**src/rtl/axi_rid_rsp_pkg.sv**
```systemverilog
// rtl/axi_rid_rsp_pkg.sv - shared types and constants for the AXI read-ID responder
package axi_rid_rsp_pkg;

  localparam int AXI_ID_W   = 4;
  localparam int AXI_ADDR_W = 10;
  localparam int AXI_DATA_W = 32;
  localparam int AXI_LEN_W  = 8;

  localparam logic [1:0] RESP_OKAY   = 2'b00;
  localparam logic [1:0] RESP_SLVERR = 2'b10;

  typedef enum logic {IDLE, BURST} state_e;

  typedef struct packed {
    logic [AXI_ID_W-1:0]   id;
    logic [AXI_ADDR_W-1:0] addr;
    logic [AXI_LEN_W-1:0]  len;
  } rd_req_t;

  typedef struct packed {
    logic [AXI_ID_W-1:0]   id;
    logic [AXI_DATA_W-1:0] data;
    logic [1:0]            resp;
    logic                  last;
  } rd_beat_t;

endpackage

```
**src/rtl/axi_rid_rsp_gen_if.sv**
```systemverilog
// rtl/axi_rid_rsp_gen_if.sv - AR/R channel bundle between interconnect and read responder
interface axi_rid_rsp_gen_if #(
  parameter int ID_W   = 4,
  parameter int ADDR_W = 10,
  parameter int DATA_W = 32,
  parameter int LEN_W  = 8
);
  logic [ID_W-1:0]   s_arid;
  logic [ADDR_W-1:0] s_araddr;
  logic [LEN_W-1:0]  s_arlen;
  logic              s_arvalid;
  logic              s_arready;
  logic [ID_W-1:0]   s_rid;
  logic [DATA_W-1:0] s_rdata;
  logic [1:0]        s_rresp;
  logic              s_rlast;
  logic              s_rvalid;
  logic              s_rready;

  modport slave (
    input  s_arid, s_araddr, s_arlen, s_arvalid, s_rready,
    output s_arready, s_rid, s_rdata, s_rresp, s_rlast, s_rvalid
  );

  modport master (
    output s_arid, s_araddr, s_arlen, s_arvalid, s_rready,
    input  s_arready, s_rid, s_rdata, s_rresp, s_rlast, s_rvalid
  );
endinterface

```
**src/rtl/axi_rid_rsp_queue.sv**
```systemverilog
// rtl/axi_rid_rsp_queue.sv - synchronous FIFO of pending read requests
module axi_rid_rsp_queue
  import axi_rid_rsp_pkg::*;
#(
  parameter int Q_DEPTH_W = 2
) (
  input  logic               clk,
  input  logic               rst,
  input  logic               push_i,
  input  rd_req_t            push_data_i,
  input  logic               pop_i,
  output rd_req_t            head_o,
  output logic [Q_DEPTH_W:0] count_o,
  output logic               full_o,
  output logic               empty_o
);
  localparam int DEPTH = 2**Q_DEPTH_W;
  localparam int CW    = Q_DEPTH_W + 1;

  rd_req_t                mem_q [DEPTH];
  logic [Q_DEPTH_W-1:0]   wr_ptr_q, rd_ptr_q;
  logic [Q_DEPTH_W:0]     cnt_q;

  always_ff @(posedge clk) begin
    if (push_i) mem_q[wr_ptr_q] <= push_data_i;
  end

  always_ff @(posedge clk or posedge rst) begin
    if (rst) begin
      wr_ptr_q <= '0;
      rd_ptr_q <= '0;
      cnt_q    <= '0;
    end else begin
      if (push_i) wr_ptr_q <= wr_ptr_q + Q_DEPTH_W'(1);
      if (pop_i)  rd_ptr_q <= rd_ptr_q + Q_DEPTH_W'(1);
      case ({push_i, pop_i})
        2'b10:   cnt_q <= cnt_q + CW'(1);
        2'b01:   cnt_q <= cnt_q - CW'(1);
        default: cnt_q <= cnt_q;
      endcase
    end
  end

  assign head_o  = mem_q[rd_ptr_q];
  assign count_o = cnt_q;
  assign full_o  = (cnt_q == CW'(DEPTH));
  assign empty_o = (cnt_q == '0);

endmodule

```
**src/rtl/axi_rid_rsp_gen.sv**
```systemverilog
// rtl/axi_rid_rsp_gen.sv - AXI4 read responder returning RAM beats tagged with the AR ID
// Build option AXI_RID_RSP_RANGE_CHK_EN: beats at or above MEM_WORDS answer SLVERR without a RAM read.
module axi_rid_rsp_gen
  import axi_rid_rsp_pkg::*;
#(
  parameter int ID_W      = AXI_ID_W,
  parameter int ADDR_W    = AXI_ADDR_W,
  parameter int DATA_W    = AXI_DATA_W,
  parameter int LEN_W     = AXI_LEN_W,
  parameter int Q_DEPTH_W = 2,
  parameter int MEM_WORDS = 1024
) (
  input  logic              clk,
  input  logic              rst,
  axi_rid_rsp_gen_if.slave  s,
  output logic [ADDR_W-1:0] mem_rd_addr,
  output logic              mem_rd_en,
  input  logic [DATA_W-1:0] mem_rd_data,
  output logic              busy
);
  localparam int DEPTH = 2**Q_DEPTH_W;
  localparam int CW    = Q_DEPTH_W + 1;
`ifdef AXI_RID_RSP_RANGE_CHK_EN
  localparam bit RANGE_CHK = 1'b1;
`else
  localparam bit RANGE_CHK = 1'b0;
`endif
  localparam logic [ADDR_W:0] MEM_LIM = (ADDR_W+1)'(MEM_WORDS);

  rd_req_t            ar_req, q_head;
  logic               q_push, q_pop, q_full, q_empty, arready_q;
  logic [Q_DEPTH_W:0] q_cnt, cnt_next;

  state_e             state_q, state_d;
  logic [ADDR_W-1:0]  addr_q, addr_d;
  logic [LEN_W-1:0]   rem_q, rem_d;
  logic [ID_W-1:0]    bid_q, bid_d;
  logic               issue, credit_ok, beat_err;

  logic               pend_q, pend_last_q, pend_err_q;
  logic [ID_W-1:0]    pend_id_q;
  rd_beat_t           buf_q [2];
  rd_beat_t           cap;
  logic [1:0]         buf_cnt_q, held;
  logic               r_pop;

  assign ar_req = '{id: s.s_arid, addr: s.s_araddr, len: s.s_arlen};
  assign q_push = s.s_arvalid & arready_q & ~q_full;

  axi_rid_rsp_queue #(.Q_DEPTH_W(Q_DEPTH_W)) u_queue (
    .clk(clk), .rst(rst), .push_i(q_push), .push_data_i(ar_req), .pop_i(q_pop),
    .head_o(q_head), .count_o(q_cnt), .full_o(q_full), .empty_o(q_empty)
  );

  always_comb begin
    cnt_next = q_cnt;
    if (q_push && !q_pop)      cnt_next = q_cnt + CW'(1);
    else if (!q_push && q_pop) cnt_next = q_cnt - CW'(1);
  end

  always_ff @(posedge clk or posedge rst) begin
    if (rst) arready_q <= 1'b0;
    else     arready_q <= (cnt_next != CW'(DEPTH));
  end

  // Credits count buffer slots left after this cycle's R pop, so a draining burst runs 1 beat/clk.
  assign r_pop     = s.s_rvalid & s.s_rready;
  assign held      = buf_cnt_q - 2'(r_pop);
  assign credit_ok = (held + 2'(pend_q)) < 2'd2;
  assign beat_err  = RANGE_CHK && ({1'b0, addr_q} >= MEM_LIM);

  always_comb begin
    state_d = state_q;
    addr_d  = addr_q;
    rem_d   = rem_q;
    bid_d   = bid_q;
    q_pop   = 1'b0;
    issue   = 1'b0;
    case (state_q)
      IDLE: begin
        if (!q_empty) begin
          q_pop   = 1'b1;
          addr_d  = q_head.addr;
          rem_d   = q_head.len;
          bid_d   = q_head.id;
          state_d = BURST;
        end
      end
      BURST: begin
        if (credit_ok) begin
          issue  = 1'b1;
          addr_d = addr_q + ADDR_W'(1);
          rem_d  = rem_q - LEN_W'(1);
          if (rem_q == '0) begin
            if (!q_empty) begin
              q_pop  = 1'b1;
              addr_d = q_head.addr;
              rem_d  = q_head.len;
              bid_d  = q_head.id;
            end else begin
              state_d = IDLE;
            end
          end
        end
      end
      default: state_d = IDLE;
    endcase
  end

  always_ff @(posedge clk or posedge rst) begin
    if (rst) begin
      state_q     <= IDLE;
      addr_q      <= '0;
      rem_q       <= '0;
      bid_q       <= '0;
      pend_q      <= 1'b0;
      pend_id_q   <= '0;
      pend_last_q <= 1'b0;
      pend_err_q  <= 1'b0;
    end else begin
      state_q     <= state_d;
      addr_q      <= addr_d;
      rem_q       <= rem_d;
      bid_q       <= bid_d;
      pend_q      <= issue;
      pend_id_q   <= bid_q;
      pend_last_q <= (rem_q == '0);
      pend_err_q  <= beat_err;
    end
  end

  assign mem_rd_en   = issue & ~beat_err;
  assign mem_rd_addr = addr_q;

  always_comb begin
    cap.id   = pend_id_q;
    cap.data = pend_err_q ? '0 : mem_rd_data;
    cap.resp = pend_err_q ? RESP_SLVERR : RESP_OKAY;
    cap.last = pend_last_q;
  end

  // Slot 0 is always the head; a pop shifts slot 1 down before the new capture lands.
  always_ff @(posedge clk or posedge rst) begin
    if (rst) begin
      buf_q[0]  <= '0;
      buf_q[1]  <= '0;
      buf_cnt_q <= '0;
    end else begin
      if (r_pop) buf_q[0] <= buf_q[1];
      if (pend_q) begin
        if (held == 2'd0) buf_q[0] <= cap;
        else              buf_q[1] <= cap;
      end
      buf_cnt_q <= held + 2'(pend_q);
    end
  end

  assign s.s_arready = arready_q;
  assign s.s_rvalid  = (buf_cnt_q != 2'd0);
  assign s.s_rid     = buf_q[0].id;
  assign s.s_rdata   = buf_q[0].data;
  assign s.s_rresp   = buf_q[0].resp;
  assign s.s_rlast   = buf_q[0].last;

  assign busy = ~q_empty | (state_q == BURST) | pend_q | (buf_cnt_q != 2'd0);

endmodule
```
**src/flat_wrapper.sv**
```systemverilog
// flat-port wrapper written by rule: the top's interface ports become plain ports
module axi_rid_rsp_gen_flat import axi_rid_rsp_pkg::*;
#(
  parameter int ID_W      = AXI_ID_W,
  parameter int ADDR_W    = AXI_ADDR_W,
  parameter int DATA_W    = AXI_DATA_W,
  parameter int LEN_W     = AXI_LEN_W,
  parameter int Q_DEPTH_W = 2,
  parameter int MEM_WORDS = 1024
)
  (clk, rst, mem_rd_addr, mem_rd_en, mem_rd_data, busy, s_s_arid, s_s_araddr, s_s_arlen, s_s_arvalid, s_s_rready, s_s_arready, s_s_rid, s_s_rdata, s_s_rresp, s_s_rlast, s_s_rvalid);
  axi_rid_rsp_gen_if #(.ID_W(ID_W), .ADDR_W(ADDR_W), .DATA_W(DATA_W), .LEN_W(LEN_W)) s_i ();
  input  logic clk;
  input  logic rst;
  output logic [ADDR_W-1:0] mem_rd_addr;
  output logic mem_rd_en;
  input  logic [DATA_W-1:0] mem_rd_data;
  output logic busy;
  input wire logic [$bits(s_i.s_arid)-1:0] s_s_arid;
  input wire logic [$bits(s_i.s_araddr)-1:0] s_s_araddr;
  input wire logic [$bits(s_i.s_arlen)-1:0] s_s_arlen;
  input wire logic [$bits(s_i.s_arvalid)-1:0] s_s_arvalid;
  input wire logic [$bits(s_i.s_rready)-1:0] s_s_rready;
  output wire logic [$bits(s_i.s_arready)-1:0] s_s_arready;
  output wire logic [$bits(s_i.s_rid)-1:0] s_s_rid;
  output wire logic [$bits(s_i.s_rdata)-1:0] s_s_rdata;
  output wire logic [$bits(s_i.s_rresp)-1:0] s_s_rresp;
  output wire logic [$bits(s_i.s_rlast)-1:0] s_s_rlast;
  output wire logic [$bits(s_i.s_rvalid)-1:0] s_s_rvalid;
  assign s_i.s_arid = s_s_arid;
  assign s_i.s_araddr = s_s_araddr;
  assign s_i.s_arlen = s_s_arlen;
  assign s_i.s_arvalid = s_s_arvalid;
  assign s_i.s_rready = s_s_rready;
  assign s_s_arready = s_i.s_arready;
  assign s_s_rid = s_i.s_rid;
  assign s_s_rdata = s_i.s_rdata;
  assign s_s_rresp = s_i.s_rresp;
  assign s_s_rlast = s_i.s_rlast;
  assign s_s_rvalid = s_i.s_rvalid;
  axi_rid_rsp_gen #(.ID_W(ID_W), .ADDR_W(ADDR_W), .DATA_W(DATA_W), .LEN_W(LEN_W), .Q_DEPTH_W(Q_DEPTH_W), .MEM_WORDS(MEM_WORDS)) u_core (.clk(clk), .rst(rst), .s(s_i), .mem_rd_addr(mem_rd_addr), .mem_rd_en(mem_rd_en), .mem_rd_data(mem_rd_data), .busy(busy));
endmodule
```
**config.mk**
```make
export PLATFORM = sky130hd
export DESIGN_NAME = axi_rid_rsp_gen_flat
export DESIGN_NICKNAME = d
export VERILOG_FILES = /design/src/rtl/axi_rid_rsp_pkg.sv /design/src/rtl/axi_rid_rsp_gen_if.sv /design/src/rtl/axi_rid_rsp_queue.sv /design/src/rtl/axi_rid_rsp_gen.sv /design/src/flat_wrapper.sv
export SDC_FILE = /design/constraint.sdc
export NUM_CORES = 1
export LEC_CHECK = 0
export ABC_CLOCK_PERIOD_IN_PS = 8500
export CAP_MARGIN = 25
export CELL_PAD_IN_SITES_DETAIL_PLACEMENT = 1
export CELL_PAD_IN_SITES_GLOBAL_PLACEMENT = 1
export CORE_MARGIN = 1
export CORE_UTILIZATION = 35
export DETAILED_ROUTE_END_ITERATION = 10
export HOLD_SLACK_MARGIN = 0.12
export PLACE_DENSITY_LB_ADDON = 0.1
export SLEW_MARGIN = 10
export SYNTH_ARGS = -nofsm -noshare
export SYNTH_HDL_FRONTEND = slang
export SYNTH_SLANG_ARGS = --single-unit
```
**constraint.sdc**
```tcl
create_clock -name clk -period 8.5 [get_ports clk]
set_input_delay 1.7 -clock clk [delete_from_list [all_inputs] [get_ports clk]]
set_output_delay 1.7 -clock clk [all_outputs]
set_load 0.1 [all_outputs]
```
# Yosys cells after proc, flatten, opt, wreduce, memory -nomap -nowiden
# Memories as Yosys holds them, arrays and structs flattened.
# Index checks and enable logic that the tools add are counted.
dict set report totals {
  regBits 115
  latchBits 0
  ram_bits 88
  romBits 0
  in_bits 58
  elab_cells 90
  memories 1
}
dict set report classes {
  add_sub_neg 8
  n_mul 0
  div_mod_pow 0
  order_cmp 1
  eq_ne 7
  n_shift 0
  muxes 32
  bitwise_logic 10
  n_reduce_logical 12
}
# memory depth width rd rd_ports_with_merged_regs wr line_no
set memory_table {}
lappend memory_table {u_core.u_queue.mem_q 4 22 1 0 1 axi_rid_rsp_queue.sv:20} ;# rd_req_t mem_q [DEPTH];
# cell count
set op_table {}
lappend op_table {{$mux 39} 3}
lappend op_table {{$mux 78} 1}
lappend op_table {{$mux 10} 4}
lappend op_table {{$mux 8} 4}
lappend op_table {{$pmux 10 s2} 1}
lappend op_table {{$pmux 8 s2} 1}
lappend op_table {{$mux 4} 3}
lappend op_table {{$add 10x1->10 const B} 1}
lappend op_table {{$mux 1} 9}
lappend op_table {{$logic_not 8->1} 1}
lappend op_table {{$pmux 4 s2} 1}
lappend op_table {{$sub 8x1->8 const B} 1}
lappend op_table {{$mux 3} 2}
lappend op_table {{$ne 2x2->1 const B} 3}
lappend op_table {{$pmux 3 s2} 1}
lappend op_table {{$reduce_and 2->1} 3}
lappend op_table {{$add 2x1->2 const B} 2}
lappend op_table {{$not 1->1} 4}
lappend op_table {{$pmux 1 s2} 2}
lappend op_table {{$reduce_bool 2->1} 2}
lappend op_table {{$add 3x1->3 const B} 1}
lappend op_table {{$and 1x1->1} 3}
lappend op_table {{$eq 3x3->1 const B} 1}
lappend op_table {{$logic_not 3->1} 1}
lappend op_table {{11 further kinds} 15}

# Longest topological paths before layout
dict set report logic_depth {
  ltp_word 11
  depth_mapped 11
  mapped_depth_nobuf 11
}

# Hierarchy
# From an unflattened synthesis, not the netlist that was laid out.
dict set report unflattened {
  hier_cells 627
  area_unflattened_um2 8729.6
}
# module n_inst cells_each area_each_um2 seq_area_each_um2
set modules_own_cells {}
lappend modules_own_cells {axi_rid_rsp_gen 1 475 5116.2 2702.6}
lappend modules_own_cells {axi_rid_rsp_queue 1 152 3613.5 2817.7}

# Least setup slack after synthesis
# No wires, ideal clock.
dict set report synth_path {
  path_type {input to output}
  from {input s_s_rready}
  to {output mem_rd_en}
  t_arrival_ns 3.298
  setup_slack_ns 3.502
  cell_stages 5
  n_path_buf 0
  cell_sequence {nor2b_1 a21o_1 ha_1 o21ai_1 and3_1}
}
dict set report synth_between {
  elab_chain_len 6
}
# item line_no
set synth_rtl {}
lappend synth_rtl {{start: declaration} flat_wrapper.sv:23} ;# input wire logic [$bits(s_i.s_rready)-1:0] s_s_rready;
lappend synth_rtl {{$and 1x1->1} axi_rid_rsp_gen.sv:67} ;# assign r_pop = s.s_rvalid & s.s_rready;
lappend synth_rtl {{$sub 2x1->2} axi_rid_rsp_gen.sv:68} ;# assign held = buf_cnt_q - 2'(r_pop);
lappend synth_rtl {{$add 2x1->2} axi_rid_rsp_gen.sv:69} ;# assign credit_ok = (held + 2'(pend_q)) < 2'd2;
lappend synth_rtl {{$lt 2x2->1} axi_rid_rsp_gen.sv:69}
lappend synth_rtl {{$mux 1} axi_rid_rsp_gen.sv:90} ;# if (credit_ok) begin
lappend synth_rtl {{$mux 1} axi_rid_rsp_gen.sv:79} ;# case (state_q)
lappend synth_rtl {{end: declaration} flat_wrapper.sv:16} ;# output logic mem_rd_en;
# Every way passes these cells.

# Worst setup path in the final report
# Ends and elaborated chain as after synthesis.

==> results_dict.tcl <==
set metrics [dict create \
    critical_path_arrival_ns 4.57 \
    wl_met1_mm 8.17 \
    syn_area_mm2 0.00874 \
    tns_ns 0 \
    startpoint_type "input port" \
    die_w_um 160 \
    ys_seq_area_share_pct 63.2 \
    grt.total_usage_pct 15.5 \
    worstPathCellList "clkdlybuf4s50_1, nor2b_1, a21o_1, ha_1, or3_4, and3_1, clkdlybuf4s50_1" \
    syn_to_final_growth_pct 22.6 \
    setup_viol 0 \
    cap_violations 0 \
    route.met3.wl_um 749 \
    fin_crit_ns 6.27 \
    worstSkewPairLatency_ns 0.50 \
    min_path_type "reg -> reg" \
    synth_edf_count 88 \
    wl_mm 19.1 \
    grt_pass1_vias 5853 \
    htree_num_levels 1 \
    slew_headroom_pct 31.0 \
    drt_iter0_drc 226 \
    synth.ff_latch_count 203 \
    crit_type "in -> out" \
    status "complete, no violations" \
    cts_sinks 203 \
    start_util_pct 35.8 \
    grt-ovfl-total 0 \
    nets 798 \
    cts_buffers 23 \
    fillCellCount 2509 \
    power_density_mw_per_mm2 426 \
    wl_per_cell_um 17.9 \
    pin_count 111 \
    highest_layer "met4" \
    vias 5286 \
    tightest_slew_ns 1.03 \
    clkTransAtPathRegs_ns 0.06 \
    grt_start_max_net_pins 72 \
    synth_fp_nets 716 \
    vias_per_cell 4.95 \
    dieArea_mm2 0.0256 \
    synth_area_leader_cell "dfrtp_1" \
    synth.distinct_cells 51 \
    hold_buffers 0 \
    dpl-instance-area_mm2 0.00995 \
    core-area_mm2 0.0244 \
    critPathBufInv 2 \
    cpMostUsedCell "clkdlybuf4s50_1" \
    synth-async-reset-ratio_pct 56.7 \
    ant_nets 0 \
    first_pass_iters 4 \
    synth_area_leaders "dfrtp_1 33%, edfxtp_1 30%, mux4_2 5.7%, mux2_2 4.8%, mux2i_1 4.2%" \
    crit_required_ns 6.80 \
    row_count 57 \
    crit_fanout 5 \
    dr_wl_met2_mm 9.76 \
    synth.avg_cell_area_um2 13.5 \
    ys.flop_type "dfrtp_1" \
    portBuffers 110 \
    ir_drop_v 0.000255 \
    timing.hold.ws_ns 0.381 \
    slowest_delay_ns 1.18 \
    antenna_found_initial 1 \
    crit_path_top_delay_cell "clkdlybuf4s50_1" \
    finalHoldViolCount 0 \
    critPathCaptureType "output pin" \
    drc_errors 0 \
    dieHeight_um 160 \
    period_share_pct 73.8 \
    power_leakage_nw 4.22 \
    fmax_ghz 0.160 \
    grt_setup_unrepaired "no" \
    fin_util_pct 43.9 \
    cts_setup_buffers 0 \
    cts_buffer_depth 3 \
    cts-root-buf "clkbuf_16" \
    clock_skew_ns 0.00600 \
    cp_top_family "buffers and inverters" \
    grt_pass1_wl_mm 31.7 \
    synth_warnings 0 \
    drv_slew 0 \
    drive_gt1_share_pct 16.5 \
    synth_top_cell_area_share_pct 32.9 \
    cts_resized 0 \
    antenna-diode-count 0 \
    gp_congestion 0.753 \
    tritoncts "done" \
    hpwl_mm 12.4 \
    final_area_mm2 0.0107 \
    synthCells 646 \
]
-- registers in the layout, indices dropped and copies added (netlist names) --
name and flops:
u_core.rem_q 8, u_core.u_queue.count_o 3, u_core.u_queue.mem_q 88, u_core.u_queue.rd_ptr_q 2
u_core.pend_id_q 4, u_core.pend_q 1, u_core.mem_rd_addr 10, u_core.pend_last_q 1
u_core.u_queue.wr_ptr_q 2, u_core.buf_cnt_q 2, u_core.state_q 1, u_core.s.s_rlast 1
u_core.s.s_rdata 32, u_core.bid_q 4, u_core.s.s_arready 1, u_core.buf_q 37
u_core.s.s_rresp 2, u_core.s.s_rid 4
-- worst reg2reg max path, delay by kind of cell (launching register included) --
family | cells | cell delay [ns]
adder cells (fa/ha/maj) | 2 | 0.45
AND/OR/NAND/NOR | 4 | 0.76
buffers and inverters | 1 | 0.08
AO/OA/AOI/OAI | 4 | 0.82
flip-flops | 1 | 0.39
-- synthesized netlist by cell type, types with 2 or more instances --
library cell / instances
nor3b_1: 2
mux4_2: 22
nand3_1: 7
nor2_2: 2
nor2b_1: 3
nand2_1: 69
edfxtp_1: 88
o21ai_0: 59
clkbuf_1: 18
o21a_1: 3
a21o_1: 2
nor3_1: 10
buf_2: 11
xnor2_1: 3
or2_1: 2
nand4_1: 2
and3_1: 4
a21oi_1: 26
mux2_2: 37
inv_1: 14
ha_1: 12
o22ai_1: 3
and2_1: 5
a22oi_1: 2
nand3b_1: 2
nor2_1: 17
nand2b_1: 2
mux2i_1: 37
o21ai_1: 6
buf_4: 38
a31oi_1: 2
dfrtp_1: 115
o211ai_1: 3
-- power breakdown --
part | switching (mW) | internal (mW) | total (mW) | leakage, nW
Clock | 0.380 | 0.547 | 0.927 | 0.361
Combinational | 1.44 | 0.643 | 2.09 | 1.65
Sequential | 0.190 | 1.36 | 1.55 | 2.21
-- logic make-up (layout without fill, tap and decap cells) --
group | Yosys count | count (layout) | synth area share, %
DFF | 203 | 203 | 63.2
and+or+nand+nor | 134 | 134 | 7.23
AOI/OAI and AO/OA | 115 | 115 | 7.56
muxes | 96 | 96 | 14.7
buffers and inverters | 83 | 181 | 5.37
adders and majority gates | 12 | 12 | 1.72
xor gates and xnor gates | 3 | 3 | 0.301
-- metal layers --
| layer | up-vias | global-route usage (%) |
|---|---|---|
| met5 | - | 0 |
| met4 | 0 | 4.07 |
| met3 | 25 | 2.88 |
| met2 | 104 | 27.9 |
| met1 | 2684 | 19.1 |
| li1 | 2473 | - |
-- layout by cell type (no fill, tap or decap), types with 4 or more instances in the layout --
cell type	Yosys	routed
and2_1	5	4
nand2_1	69	68
buf_4	38	12
and3_1	4	4
dfrtp_1	115	115
clkbuf_16	0	23
clkdlybuf4s50_1	0	110
o21ai_1	6	4
edfxtp_1	88	88
mux4_2	22	22
clkbuf_8	0	6
mux2i_1	37	37
o21ai_0	59	59
ha_1	12	12
a21oi_1	26	26
nand3_1	7	7
nor3_1	10	10
clkinv_2	1	6
inv_1	14	13
mux2_2	37	37
nor2_1	17	17
-- layout make-up --
cell class                      instances  area (µm²)  area share (%)
Clock buffer                           31         666            6.21
Clock inverter                         10        53.8           0.502
Inverter                               16        63.8           0.596
Multi-Input combinational cell        360        2770            25.9
Sequential cell                       203        5520            51.5
Tap cell                              324         405            3.78
Timing Repair Buffer                  124        1230            11.5
-- through the flow --
| stage | power [mW] | instances | worst slack [ns] |
|---|---|---|---|
| 4_1_cts | 4.63 | 1066 | 2.20 |
| 6_report | 4.56 | 1068 | 2.23 |
| 3_3_place_gp | 3.61 | 1025 | 2.36 |
| 3_5_place_dp | 3.68 | 1025 | 2.20 |
| 5_1_grt | 4.83 | 1068 | 2.07 |
| 2_1_floorplan | 3.25 | 646 | 3.50 |
-- final timing paths --
check / from / end / slack, ns / cells past startpoint
setup / recovery: s_s_rready / mem_rd_en / 2.23 / 7
hold / removal: u_core.bid_q[3] / u_core.pend_id_q[3] / 0.38 / 0
setup reg to reg: u_core.buf_cnt_q[0] / u_core.s.s_arready / 5.85 / 11
hold reg to reg: u_core.bid_q[3] / u_core.pend_id_q[3] / 0.38 / 0
max in group asynchronous: rst / u_core.buf_q[35] / 5.87 / 4
min in group asynchronous: rst / u_core.mem_rd_addr[7] / 1.63 / 2
Power figures use the tool's default switching activity.
